`src/rtl/probe_frame_sender.sv`:
```
// Burst test-frame generator for the MAC TX port: each frame carries a sequence
// number and the transmit timestamp so the receiver can measure per-frame delay.
module probe_frame_sender #(
  parameter logic [47:0] DST_MAC   = 48'hFFFFFFFFFFFF,
  parameter logic [47:0] SRC_MAC   = 48'h004e46324300,
  parameter logic [15:0] ETH_TYPE  = 16'h88B5,
  parameter int          SEQ_WIDTH = 32,
  parameter int          TS_WIDTH  = 32,
  parameter bit          JUMBO     = 1'b0
) (
  input  logic                 tx_clk,
  input  logic                 reset,
  input  logic                 start,
  input  logic                 stop,
  input  logic [13:0]          frame_len,
  input  logic [15:0]          gap_cycles,
  input  logic [15:0]          frame_count,
  output logic                 conf_tx_en,
  output logic                 conf_tx_jumbo_en,
  output logic                 conf_tx_no_gen_crc,
  output logic [7:0]           mac_tx_data,
  output logic                 mac_tx_dvld,
  input  logic                 mac_tx_ack,
  output logic                 busy,
  output logic [SEQ_WIDTH-1:0] frames_sent,
  output logic                 sent_pulse
);

  // state    | meaning
  // IDLE     | no burst in progress, waiting for start
  // WAIT_ACK | byte 0 presented, held until the MAC acks it
  // SEND     | streaming bytes 1..L-1, one per cycle
  // GAP      | inter-frame idle countdown
  typedef enum logic [1:0] {IDLE, WAIT_ACK, SEND, GAP} state_t;

  localparam int           SEQ_BYTES = SEQ_WIDTH / 8;
  localparam int           TS_BYTES  = TS_WIDTH / 8;
  localparam int           SEQ_START = 14;
  localparam int           TS_START  = SEQ_START + SEQ_BYTES;
  localparam logic [111:0] HDR       = {DST_MAC, SRC_MAC, ETH_TYPE};
  localparam logic [13:0]  MIN_LEN   = 14'd60;
  localparam logic [13:0]  MAX_LEN   = JUMBO ? 14'd9014 : 14'd1514;

  state_t               state, state_nxt;
  logic [13:0]          len_q, len_nxt, len_clamped;
  logic [13:0]          byte_idx, idx_nxt, byte_sel;
  logic [15:0]          burst_cnt, burst_nxt;
  logic [15:0]          gap_cnt, gap_nxt;
  logic                 stop_pend, pend_nxt;
  logic [SEQ_WIDTH-1:0] seq, seq_nxt;
  logic [TS_WIDTH-1:0]  ts, ts_cap, cap_nxt;
  logic                 dvld_nxt, pulse_nxt;
  logic [7:0]           byte_val;

  assign conf_tx_no_gen_crc = 1'b0;
  assign busy               = (state != IDLE);
  assign frames_sent        = seq;

  always_comb begin
    if (frame_len > MAX_LEN)
      len_clamped = MAX_LEN;
    else if (frame_len < MIN_LEN)
      len_clamped = MIN_LEN;
    else
      len_clamped = frame_len;
  end

  // Payload bytes default to the low byte of their own index.
  always_comb begin
    byte_val = byte_sel[7:0];
    for (int k = 0; k < 14; k++)
      if (byte_sel == 14'(k)) byte_val = HDR[111-8*k -: 8];
    for (int k = 0; k < SEQ_BYTES; k++)
      if (byte_sel == 14'(SEQ_START + k)) byte_val = seq[SEQ_WIDTH-1-8*k -: 8];
    for (int k = 0; k < TS_BYTES; k++)
      if (byte_sel == 14'(TS_START + k)) byte_val = ts_cap[TS_WIDTH-1-8*k -: 8];
  end

  always_comb begin
    state_nxt = state;
    len_nxt   = len_q;
    idx_nxt   = byte_idx;
    burst_nxt = burst_cnt;
    gap_nxt   = gap_cnt;
    pend_nxt  = stop_pend;
    seq_nxt   = seq;
    cap_nxt   = ts_cap;
    dvld_nxt  = 1'b0;
    pulse_nxt = 1'b0;
    byte_sel  = 14'd0;
    case (state)
      IDLE: begin
        pend_nxt = 1'b0;
        if (start && !stop) begin
          state_nxt = WAIT_ACK;
          len_nxt   = len_clamped;
          idx_nxt   = 14'd0;
          burst_nxt = 16'd0;
          dvld_nxt  = 1'b1;
        end
      end
      WAIT_ACK: begin
        dvld_nxt = 1'b1;
        if (stop) begin
          state_nxt = IDLE;
          dvld_nxt  = 1'b0;
        end else if (mac_tx_ack) begin
          state_nxt = SEND;
          idx_nxt   = 14'd1;
          byte_sel  = 14'd1;
          cap_nxt   = ts;
        end
      end
      SEND: begin
        // A stop here only ends the burst after this frame and its gap.
        if (stop) pend_nxt = 1'b1;
        if (byte_idx == len_q - 14'd1) begin
          state_nxt = GAP;
          seq_nxt   = seq + 1'b1;
          pulse_nxt = 1'b1;
          burst_nxt = burst_cnt + 16'd1;
          gap_nxt   = (gap_cycles == 16'd0) ? 16'd1 : gap_cycles;
        end else begin
          idx_nxt  = byte_idx + 14'd1;
          byte_sel = byte_idx + 14'd1;
          dvld_nxt = 1'b1;
        end
      end
      GAP: begin
        if (stop) pend_nxt = 1'b1;
        if (gap_cnt == 16'd1) begin
          if (stop_pend || stop || (frame_count != 16'd0 && burst_cnt == frame_count)) begin
            state_nxt = IDLE;
            pend_nxt  = 1'b0;
          end else begin
            state_nxt = WAIT_ACK;
            len_nxt   = len_clamped;
            idx_nxt   = 14'd0;
            dvld_nxt  = 1'b1;
          end
        end else begin
          gap_nxt = gap_cnt - 16'd1;
        end
      end
      default: state_nxt = IDLE;
    endcase
  end

  always_ff @(posedge tx_clk) begin
    if (reset) begin
      state            <= IDLE;
      len_q            <= 14'd0;
      byte_idx         <= 14'd0;
      burst_cnt        <= 16'd0;
      gap_cnt          <= 16'd0;
      stop_pend        <= 1'b0;
      seq              <= '0;
      ts               <= '0;
      ts_cap           <= '0;
      mac_tx_dvld      <= 1'b0;
      mac_tx_data      <= 8'h00;
      sent_pulse       <= 1'b0;
      conf_tx_en       <= 1'b0;
      conf_tx_jumbo_en <= 1'b0;
    end else begin
      state            <= state_nxt;
      len_q            <= len_nxt;
      byte_idx         <= idx_nxt;
      burst_cnt        <= burst_nxt;
      gap_cnt          <= gap_nxt;
      stop_pend        <= pend_nxt;
      seq              <= seq_nxt;
      ts               <= ts + 1'b1;
      ts_cap           <= cap_nxt;
      mac_tx_dvld      <= dvld_nxt;
      mac_tx_data      <= dvld_nxt ? byte_val : 8'h00;
      sent_pulse       <= pulse_nxt;
      conf_tx_en       <= 1'b1;
      conf_tx_jumbo_en <= JUMBO;
    end
  end

endmodule

```
`config.mk`:
```
export PLATFORM = sky130hd
export DESIGN_NAME = probe_frame_sender
export DESIGN_NICKNAME = d
export VERILOG_FILES = /design/src/rtl/probe_frame_sender.sv
export SDC_FILE = /design/constraint.sdc
export NUM_CORES = 1
export LEC_CHECK = 0
export BUFFER_PORTS_ARGS = -buffer_cell sky130_fd_sc_hd__buf_2
export CAP_MARGIN = 40
export CORE_ASPECT_RATIO = 1.2
export CORE_MARGIN = 3
export CORE_UTILIZATION = 54
export DETAILED_ROUTE_END_ITERATION = 8
export MAX_ROUTING_LAYER = met4
export PLACE_DENSITY = 0.81
export RECOVER_POWER = 25
export SYNTH_ARGS = -nofsm -noshare
export SYNTH_HDL_FRONTEND = slang
export SYNTH_SLANG_ARGS = --single-unit
```
`constraint.sdc`:
```
create_clock -name tx_clk -period 3.3 [get_ports tx_clk]
set_input_delay 0.165 -clock tx_clk [delete_from_list [all_inputs] [get_ports tx_clk]]
set_output_delay 0.165 -clock tx_clk [all_outputs]
set_load 0.01 [all_outputs]
```
* Word-level counts from Yosys, hierarchy flattened
Cells that the tools add are included.
Widths: inputs -> output; s select.
** Word-level totals
- Flip-flop bits (word level) :: 170
- Input port bits :: 51
- Output and inout bits :: 46
- Logic and storage cells :: 148
** Operators by class
- $add $sub $neg :: 6
- $lt $le $gt $ge :: 2
- Equal/unequal tests :: 36
- Mux-type cells :: 65
- Bitwise operators :: 3
- Reduce and logical (&&, ||, !) cells :: 23
** Operator list (count)
- $mux 8 :: 22
- $mux 14 :: 12
- $eq 14x4->1 const B :: 8
- $eq 14x5->1 const B :: 6
- $mux 16 :: 5
- $add 32x1->32 const B :: 2
- $pmux 16 s2 :: 2
- $eq 14x3->1 const B :: 4
- $pmux 14 s2 :: 2
- $pmux 14 s4 :: 1
- $eq 14x2->1 const B :: 2
- $add 16x1->16 const B :: 1
- $eq 16x1->1 const B :: 1
- $eq 16x16->1 :: 1
- $logic_not 16->1 :: 1
- $ne 2x2->1 const B :: 8
- $reduce_bool 16->1 :: 1
- $sub 16x1->16 const B :: 1
- $add 14x1->14 const B :: 1
- $eq 14x1->1 const B :: 1
- $eq 14x14->1 :: 1
- $gt 14x11->1 const B :: 1
- $logic_not 14->1 :: 1
- $lt 14x6->1 const B :: 1
- 21 further kinds :: 49

* Logic depth before layout (Yosys ltp)
Gate-level depths: netlist of the first run.
- Word-level depth :: 27
- Mapped depth :: 14
- Gate-level depth less buffers :: 11

* Least setup slack after synthesis of the first run
No wires, ideal clock.
- Path kind :: register to register
- Start :: register len_q[0]
- End :: register mac_tx_data[1]
- Setup time :: 0.124 ns
- Data arrival time :: 3.187 ns
- Required time :: 3.176 ns
- Path slack :: -0.010 ns
- Cell stages (with the launch flop) :: 13
- Buffers on the path :: 1
- Period minus slack after synthesis :: 3.310 ns
- Path through :: dfxtp_1 inv_1 ha_1 or4b_4 or4_1 o21ai_2 or4b_4 nor3_2 buf_2 nor3_1 a22o_1 nor4b_1 nor2_1
** On the way
- Cells in the longest elaborated chain, start to end :: 27
- Elaborated cells between the ends (all ways) :: 52
- Classes of those cells :: add/sub: 1; eq/ne: 22; mux: 26; bitwise: 1; reduce/logical: 2
** RTL lines
- start, declared :: line 45 : logic [13:0] len_q, len_nxt, len_clamped;
- start signal, assigned :: line 167 : len_q <= len_nxt;
- $sub 14x1->14 * :: line 117 : if (byte_idx == len_q - 14'd1) begin
- $eq 14x14->1 * :: line 117
- $mux 14 :: line 117
- $pmux 14 s2 :: line 91 : case (state)
- $logic_not 14->1 :: line 72 : if (byte_sel == 14'(k)) byte_val = HDR[111-8*k -: 8];
- $mux 8 (14 in a row) :: line 72
- $mux 8 (4 in a row) :: line 74 : if (byte_sel == 14'(SEQ_START + k)) byte_val = seq[SEQ_WIDTH-1-8*k -: 8];
- $mux 8 (4 in a row) :: line 76 : if (byte_sel == 14'(TS_START + k)) byte_val = ts_cap[TS_WIDTH-1-8*k -: 8];
- end signal, assigned :: line 176 : mac_tx_data <= dvld_nxt ? byte_val : 8'h00;
- end, declared :: line 21 : output logic [7:0] mac_tx_data,
Every way passes the cells marked *; elsewhere a longest branch is shown, timed or not.
A chain may end at the register's enable or synchronous reset.

* Final worst setup path of the first run
- Start :: register len_q[1]
- End :: register gap_cnt[14]
** On the way
- Cells in the longest elaborated chain, start to end :: 4
** RTL lines
- $sub 14x1->14 :: line 117
- $eq 14x14->1 :: line 117
- $ne 2x2->1 (no source line)
- $reduce_and 3->1 (no source line)
- end signal, assigned :: line 170 : gap_cnt <= gap_nxt;
- end, declared :: line 48 : logic [15:0] gap_cnt, gap_nxt;
Every way passes these cells.

==> results.tsv, run 1 <==
stage	metric	value	unit
setup_path	cp_cell_sequence	inv_2 > ha_4 > or4b_4 > buf_6 > nor3_4 > o2111ai_2 > or4_4 > or3_4 > a211oi_4 > buf_6 > buf_12 > buf_16 > a21oi_2 > a211oi_1	
cts	cts_tree	built	
sta	hold_viol	0	
synthesis	synth_flop_cell	dfxtp_1	
synthesis	synth_edf_count	0	
route	viasPerCell	6.426	
cts	ctsHtreeMaxLevel	4	
synthesis	syn_area	9857	um2
route	drc	0	
sta	worst_slack	-0.2323	ns
setup_path	crit_type	reg2reg	
place	hpwl	22670	um
layout	layout-drive-gt1-share	28.82	%
sta	fin_hold_ws	0.01738	ns
place	placed_area	11220	um2
hold_path	hold-path-cell-count	3	
layout	syn_to_final_growth	34.54	%
layout	finalInstanceArea	13260	um2
route	drtIter0Drc	1180	
route	firstDrtPassIters	6	
sta	skew	0.01110	ns
route	vias	11047	
setup_path	worstRegToRegCells	14	
sta	fin_crit_sh	107.0	%
sta	slew_headroom	48.67	%
cts	cts.sinks	170	
floorplanning	start_util	55.67	%
status	status	complete, but fails checks	
setup_path	path_common_cell	buf_6	
sta	rsz0062_at_grt	yes	
synthesis	synth_warnings	0	
cts	cts_buffers	17	
global_route	grt_max_degree	71	
layout	nets	1549	
setup_path	rrSetupSlack	-0.23	ns
job	drv_cap	0	
route	wl_per_cell	20.59	um
floorplanning	pin_count	97	
pwr	leakagePower	4.989	nW
global_route	track_usage	33.09	%
floorplanning	core	17710	um2
pwr	ir_worst_vdd	0.4058	mV
setup_path	crit_arrival	3.86	ns
setup_path	critPathSlowestCell	or4_4	
setup_path	required	3.63	ns
setup_path	crit_family	simple AND/OR/NAND/NOR gates	
route	drtAntennaViolNets	0	
global_route	grt_pass1_wl	51580	um
synthesis	yosys.area.top_type	dfxtp_1	
setup_path	slowest_delay	0.54	ns
setup_path	path_depth	14	
cts	clk_pin_slew_worst_paths	0.07	ns
setup_path	start_kind	register	
sta	fmax	0.2831	GHz
floorplanning	rows	53	
setup_path	critPathMaxFanout	7	
place	gp_congestion	1.037	
synthesis	synth_common_cells	170 x dfxtp_1, 156 x nand2_1, 151 x nor2_1, 111 x a21oi_1, 60 x xor2_1	
floorplanning	die_w	129.3	um
synthesis	ys_seq_area_share	34.53	%
setup_path	path_buf_inv	5	
synthesis	synth_cells	1284	
route	wl	35390	um
sta	period_minus_slack	3.532	ns
layout	antenna_cells	0	
floorplanning	dieArea	19920	um2
synthesis	yosys.cell_count.top_type	dfxtp_1	
sta	tightest_slew	0.7671	ns
cts	cts_root_buffer	clkbuf_16	
cts	clk_latency	0.44	ns
sta	slew_viol_final	0	
status	violations	negative setup slack	
synthesis	yosysUniqueCellTypes	85	
global_route	grt_pass1_vias	10095	
global_route	grt_overflow	0	
sta	setup_viol	72	
floorplanning	chipHeight	154	um
cts	clockBufferDepth	2	
hold_path	hold_path_class	in2reg	
pwr	p_per_area	407.5	nW/um2
synthesis	syn-mean-instance-area	7.677	um2
global_route	antenna_found_initial	0	
synthesis	synthTopCellsByArea	dfxtp_1 35%, nand2_1 5.9%, nor2_1 5.8%	
setup_path	cp-end-kind	register	
synthesis	synth-seq-cells	170	
synthesis	synth_top_area_share	34.53	%
place	io_buffers	94	
synthesis	synthArstFlopShare	0	%
per-stage QoR:
step	TNS [ns]	cells	setup WS, ns	utilization [%]	power (mW)
after floorplan	-0.01922	1285	-0.008618	-	2.674
after global placement	-2.358	1640	-0.3069	63.39	2.954
after detailed placement	-4.250	1640	-0.3377	63.39	2.964
after CTS	-1.506	1694	-0.1401	69.80	5.195
after global routing	-14.82	1719	-0.3266	74.90	5.556
final	-6.588	1719	-0.2323	74.90	5.404
routing by layer:
metal | part of all wire (%) | up-vias | GRT usage [%]
met1 | 39 | 5218 | 38.81
met2 | 49 | 571 | 54.99
li1 | - | 5063 | -
met5 | 0 | - | -
met3 | 6.6 | 195 | 5.907
met4 | 6.2 | 0 | 14.66
registers in the layout (all words and copies together), names as in the netlist, named ones only:
| register | flops |
|---|---|
| ts | 32 |
| conf_tx_en | 1 |
| gap_cnt | 16 |
| mac_tx_dvld | 1 |
| sent_pulse | 1 |
| ts_cap | 32 |
| frames_sent | 32 |
| len_q | 14 |
| mac_tx_data | 8 |
| stop_pend | 1 |
| state | 1 |
| byte_idx | 14 |
| burst_cnt | 16 |
area by class of cell:
cell class	count	area, um2
multi-input cells	1010	6852
clock buffers	19	442.9
inverters	32	120.1
flip-flops and latches	170	3406
repair buffers	255	1984
fillers	1244	4444
clock inverters	13	181.4
well taps	220	275.3
worst reg2reg max path, cell delays in order, from the launching register on:
cell and delay (ns):
dfxtp_2 0.33, inv_2 0.06, ha_4 0.12, or4b_4 0.46
buf_6 0.15, nor3_4 0.17, o2111ai_2 0.16, or4_4 0.54
or3_4 0.47, a211oi_4 0.24, buf_6 0.15, buf_12 0.11
buf_16 0.13, a21oi_2 0.06, a211oi_1 0.27
timing repair:
item / CTS / global route
pin swaps: 34 / 48
endpoints found under the setup margin: 48 / 83
buffers inserted: 16 / 23
hold buffers: 0 / 0
cloned: 6 / 6
resized for setup: 65 / 151
logic make-up after synthesis:
kind of cell    after synthesis  synth area share [%]
other cells                   1               0.03804
mux                           6                0.6093
fa+ha+maj                    12                 1.523
buf+inv                     107                 4.519
flops                       170                 34.53
simple gates                597                 30.55
xor+xnor                     99                 8.797
compound gates              292                 19.43
where the power goes:
group	leakage, nW	total (mW)	switching (mW)	internal (mW)
Clock	0.296	2.16	0.926	1.23
Sequential	1.38	2.15	0.0495	2.10
Combinational	3.32	1.09	0.613	0.477
Total	4.99	5.40	1.59	3.82
worst paths after layout:
path | startpoint | to
worst max-delay path | len_q[1]$_SDFFE_PP0P_ | gap_cnt[14]$_SDFFE_PP0P_
worst min-delay path | frame_len[9] | len_q[9]$_SDFFE_PP0P_
worst max register to register | len_q[1]$_SDFFE_PP0P_ | gap_cnt[14]$_SDFFE_PP0P_
worst min register to register | ts[0]$_SDFF_PP0_ | ts[0]$_SDFF_PP0_
layout by cell type (no fill, tap or decap), drive strengths merged, types with 6 or more instances in the layout:
cell / instances
a211oi: 25
a21oi: 111
a22o: 7
and2: 15
and3: 24
and4: 6
buf: 242
clkbuf: 32
dfxtp: 170
ha: 12
inv: 36
mux2i: 6
nand2: 156
nand2b: 6
nand3: 47
nand3b: 9
nand4: 35
nor2: 152
nor3: 38
nor4: 44
o211ai: 10
o21a: 7
o21ai: 54
o221a: 6
o22ai: 8
or3: 34
or4: 9
xnor2: 39
xor2: 60
Note: power is estimated with default switching activity, not from simulation.
==> run 2: changes to the inputs <==
==> constraint.sdc (replaced) <==
create_clock -name tx_clk -period 3.3 [get_ports tx_clk]
set_input_delay 0.495 -clock tx_clk [delete_from_list [all_inputs] [get_ports tx_clk]]
set_output_delay 0.495 -clock tx_clk [all_outputs]
set_load 0.01 [all_outputs]
==> run 2 against run 1 <==
Net effect:
- the flow still finishes with violations (negative setup slack)
- worst setup slack better by 0.077 ns
- power is 4.5% lower
- sequential share of layout area is 1.5 points higher
- clock-buffer cell count is 2 lower
- worst hold slack better by 0.33 ns
- register-to-register slack better by 0.08 ns
- non-clock buffer count is 30 lower
- wire length is 8.4% lower
- core utilization is 4.0 points lower
- first-iteration DRC count is 14% lower
- critical path type unchanged
- largest cell class unchanged
==> results.tsv, run 2 (same netlist as run 1, synthesis figures left out) <==
stage	metric	value	unit	change
setup_path	critPathSlowestCell	or4_4		
global_route	grt_pass1_wl	50630	um	-1.9%
sta	fmax	0.2894	GHz	+2.2%
floorplanning	core	17710	um2	unchanged
setup_path	crit_type	reg2reg		
setup_path	path_buf_inv	3		-2
layout	ff_latch_area	3406	um2	unchanged
cts	cts_root_buffer	clkbuf_16		
cts	clockBufferDepth	2		unchanged
sta	setup_viol	44		-39%
setup_path	crit_arrival	3.81	ns	-0.05 ns
cts	clk_latency	0.44	ns	about the same
status	status	complete, but fails checks		
setup_path	timing.rr.start	len_q[0]$_SDFFE_PP0P_		
cts	cts.sinks	170		unchanged
pwr	leakagePower	4.670	nW	-6.4%
layout	finalNonFillerCells	1689		-1.7%
route	drtAntennaViolNets	0		unchanged
job	drv_cap	0		unchanged
sta	period_minus_slack	3.456	ns	-0.07651 ns
cts	cts-hold-fix-buffers	0		unchanged
sta	fin_crit_sh	104.7	%	-2.3 points
layout	nFillCells	1396		+12%
floorplanning	die_w	129.3	um	unchanged
layout	final_cell_mix	168 x dfxtp_1, 154 x nand2_1, 145 x nor2_1		
floorplanning	dieArea	19920	um2	unchanged
floorplanning	pin_count	97		unchanged
setup_path	critPathMaxFanout	5		-2
layout	layout_commonest_cell	dfxtp_1		
layout	layout-drive-gt1-share	23.42	%	-5.4 points
cts	ctsHtreeMaxLevel	4		unchanged
sta	slew_headroom	52.92	%	+4.2 points
cts	cts_tree	built		
route	vias	10636		-3.7%
setup_path	cp-end-kind	register		
global_route	grt_max_degree	97		+37%
global_route	grt_overflow	0		unchanged
route	wl_per_cell	19.20	um	-6.7%
layout	antenna_cells	0		unchanged
cts	clk_pin_slew_worst_paths	0.07	ns	about the same
route	wl	32430	um	-8.4%
status	violations	negative setup slack		
global_route	grt_pass1_vias	9924		-1.7%
place	hpwl	22560	um	-0.48%
sta	hold_viol	0		unchanged
setup_path	slowest_delay	0.54	ns	about the same
floorplanning	chipHeight	154	um	unchanged
setup_path	cp_cell_sequence	inv_2 > ha_4 > or4b_4 > or4_4 > o21ai_2 > or4b_4 > buf_6 > nor4_4 > buf_6 > o211ai_4 > or3_4 > a21oi_2		
sta	worst_slack	-0.1558	ns	+0.07651 ns
setup_path	required	3.65	ns	+0.02 ns
route	drc	0		unchanged
sta	skew	0.009027	ns	-0.002069 ns
place	dp_cells	1635		-0.30%
global_route	antenna_found_initial	0		unchanged
sta	rsz0062_at_grt	yes		
pwr	p_per_area	411.2	nW/um2	+0.90%
place	place_ws	-0.2561	ns	+0.08155 ns
hold_path	worstHoldStart	frame_len[9]		
route	viasPerCell	6.297		-2.0%
sta	tightest_slew	0.7036	ns	-0.06343 ns
floorplanning	start_util	55.67	%	unchanged
layout	multiInputGateArea	6501	um2	-5.1%
pwr	ir_worst_vdd	0.3781	mV	-6.8%
sta	slew_viol_final	0		unchanged
hold_path	hold_path_class	in2reg		
layout	nets	1519		-1.9%
floorplanning	rows	53		unchanged
cts	cts_buffers	17		unchanged
route	drtIter0Drc	1009		-14%
global_route	track_usage	32.13	%	-0.95 points
route	firstDrtPassIters	8		+2
setup_path	start_kind	register		
setup_path	crit_family	simple AND/OR/NAND/NOR gates		
place	gp_congestion	1.074		+3.5%
setup_path	crit_start	len_q[0]$_SDFFE_PP0P_		
layout	syn_to_final_growth	27.30	%	
place	io_buffers	94		unchanged
[run 2: cell types whose count changed in the layout (fill, tap and decap cells not counted), moves of 9 or more]
cell,previous run,this run
a21oi_1,84,93
buf_2,84,70
buf_4,120,107
buf_6,26,13
clkbuf_1,11,23
nor2_1,136,145
[run 2: final timing paths]
| path | end | slack [ns] | cells after the start |
|---|---|---|---|
| max | burst_cnt[7]$_SDFFE_PP0P_ | -0.16 | 12 |
| min | len_q[9]$_SDFFE_PP0P_ | 0.34 | 3 |
| max reg2reg | burst_cnt[7]$_SDFFE_PP0P_ | -0.16 | 12 |
| min reg2reg | ts_cap[18]$_SDFFE_PP0P_ | 0.46 | 2 |
[run 2: worst min-delay path, cell delays in order]
cell and delay, ns:
buf_2 0.11, nand3_1 0.06, a21oi_1 0.06
[run 2: power by group]
part	internal [mW]	leakage, nW	switching, mW
Clock	1.15	0.287	0.939
Combinational	0.382	3.01	0.537
Sequential	2.10	1.38	0.0515
[run 2: per-layer routing]
layer	routed length, um	vias up	share of wire [%]	track usage [%]
met4	1775	0	5.5	14.46
met5	0	-	0	-
met3	1857	141	5.7	4.899
met2	15840	444	49	52.92
li1	-	5000	-	-
met1	12960	5051	40	38.56
[run 2: repair_timing]
action                     in CTS  in global routing
setup endpoints to repair      73                 81
pin swaps                      15                 38
resized for setup              37                 93
buffers inserted                4                 12
gates cloned                    4                  4
[run 2: area by class of cell]
class,count,share of cell area (%)
multi-input cells,1010,51.81
flip-flops and latches,170,27.14
repair buffers,225,13.01
clock buffers,17,3.390
well taps,220,2.194
clock inverters,15,1.496
inverters,32,0.9572
[run 2: metrics by stage]
stage	cell area (um2)	TNS (ns)	hold slack, ns	utilization, %	power (mW)
floorplan	9863	-0.01922	0.4258	-	2.674
global placement	11190	-0.9854	0.4361	63.21	2.952
detailed placement	11200	-7.277	0.4478	63.27	2.969
CTS	12030	-0.3230	0.3430	67.95	5.070
global route	12550	-9.135	0.3563	70.87	5.326
finish	12550	-2.747	0.3441	70.87	5.159
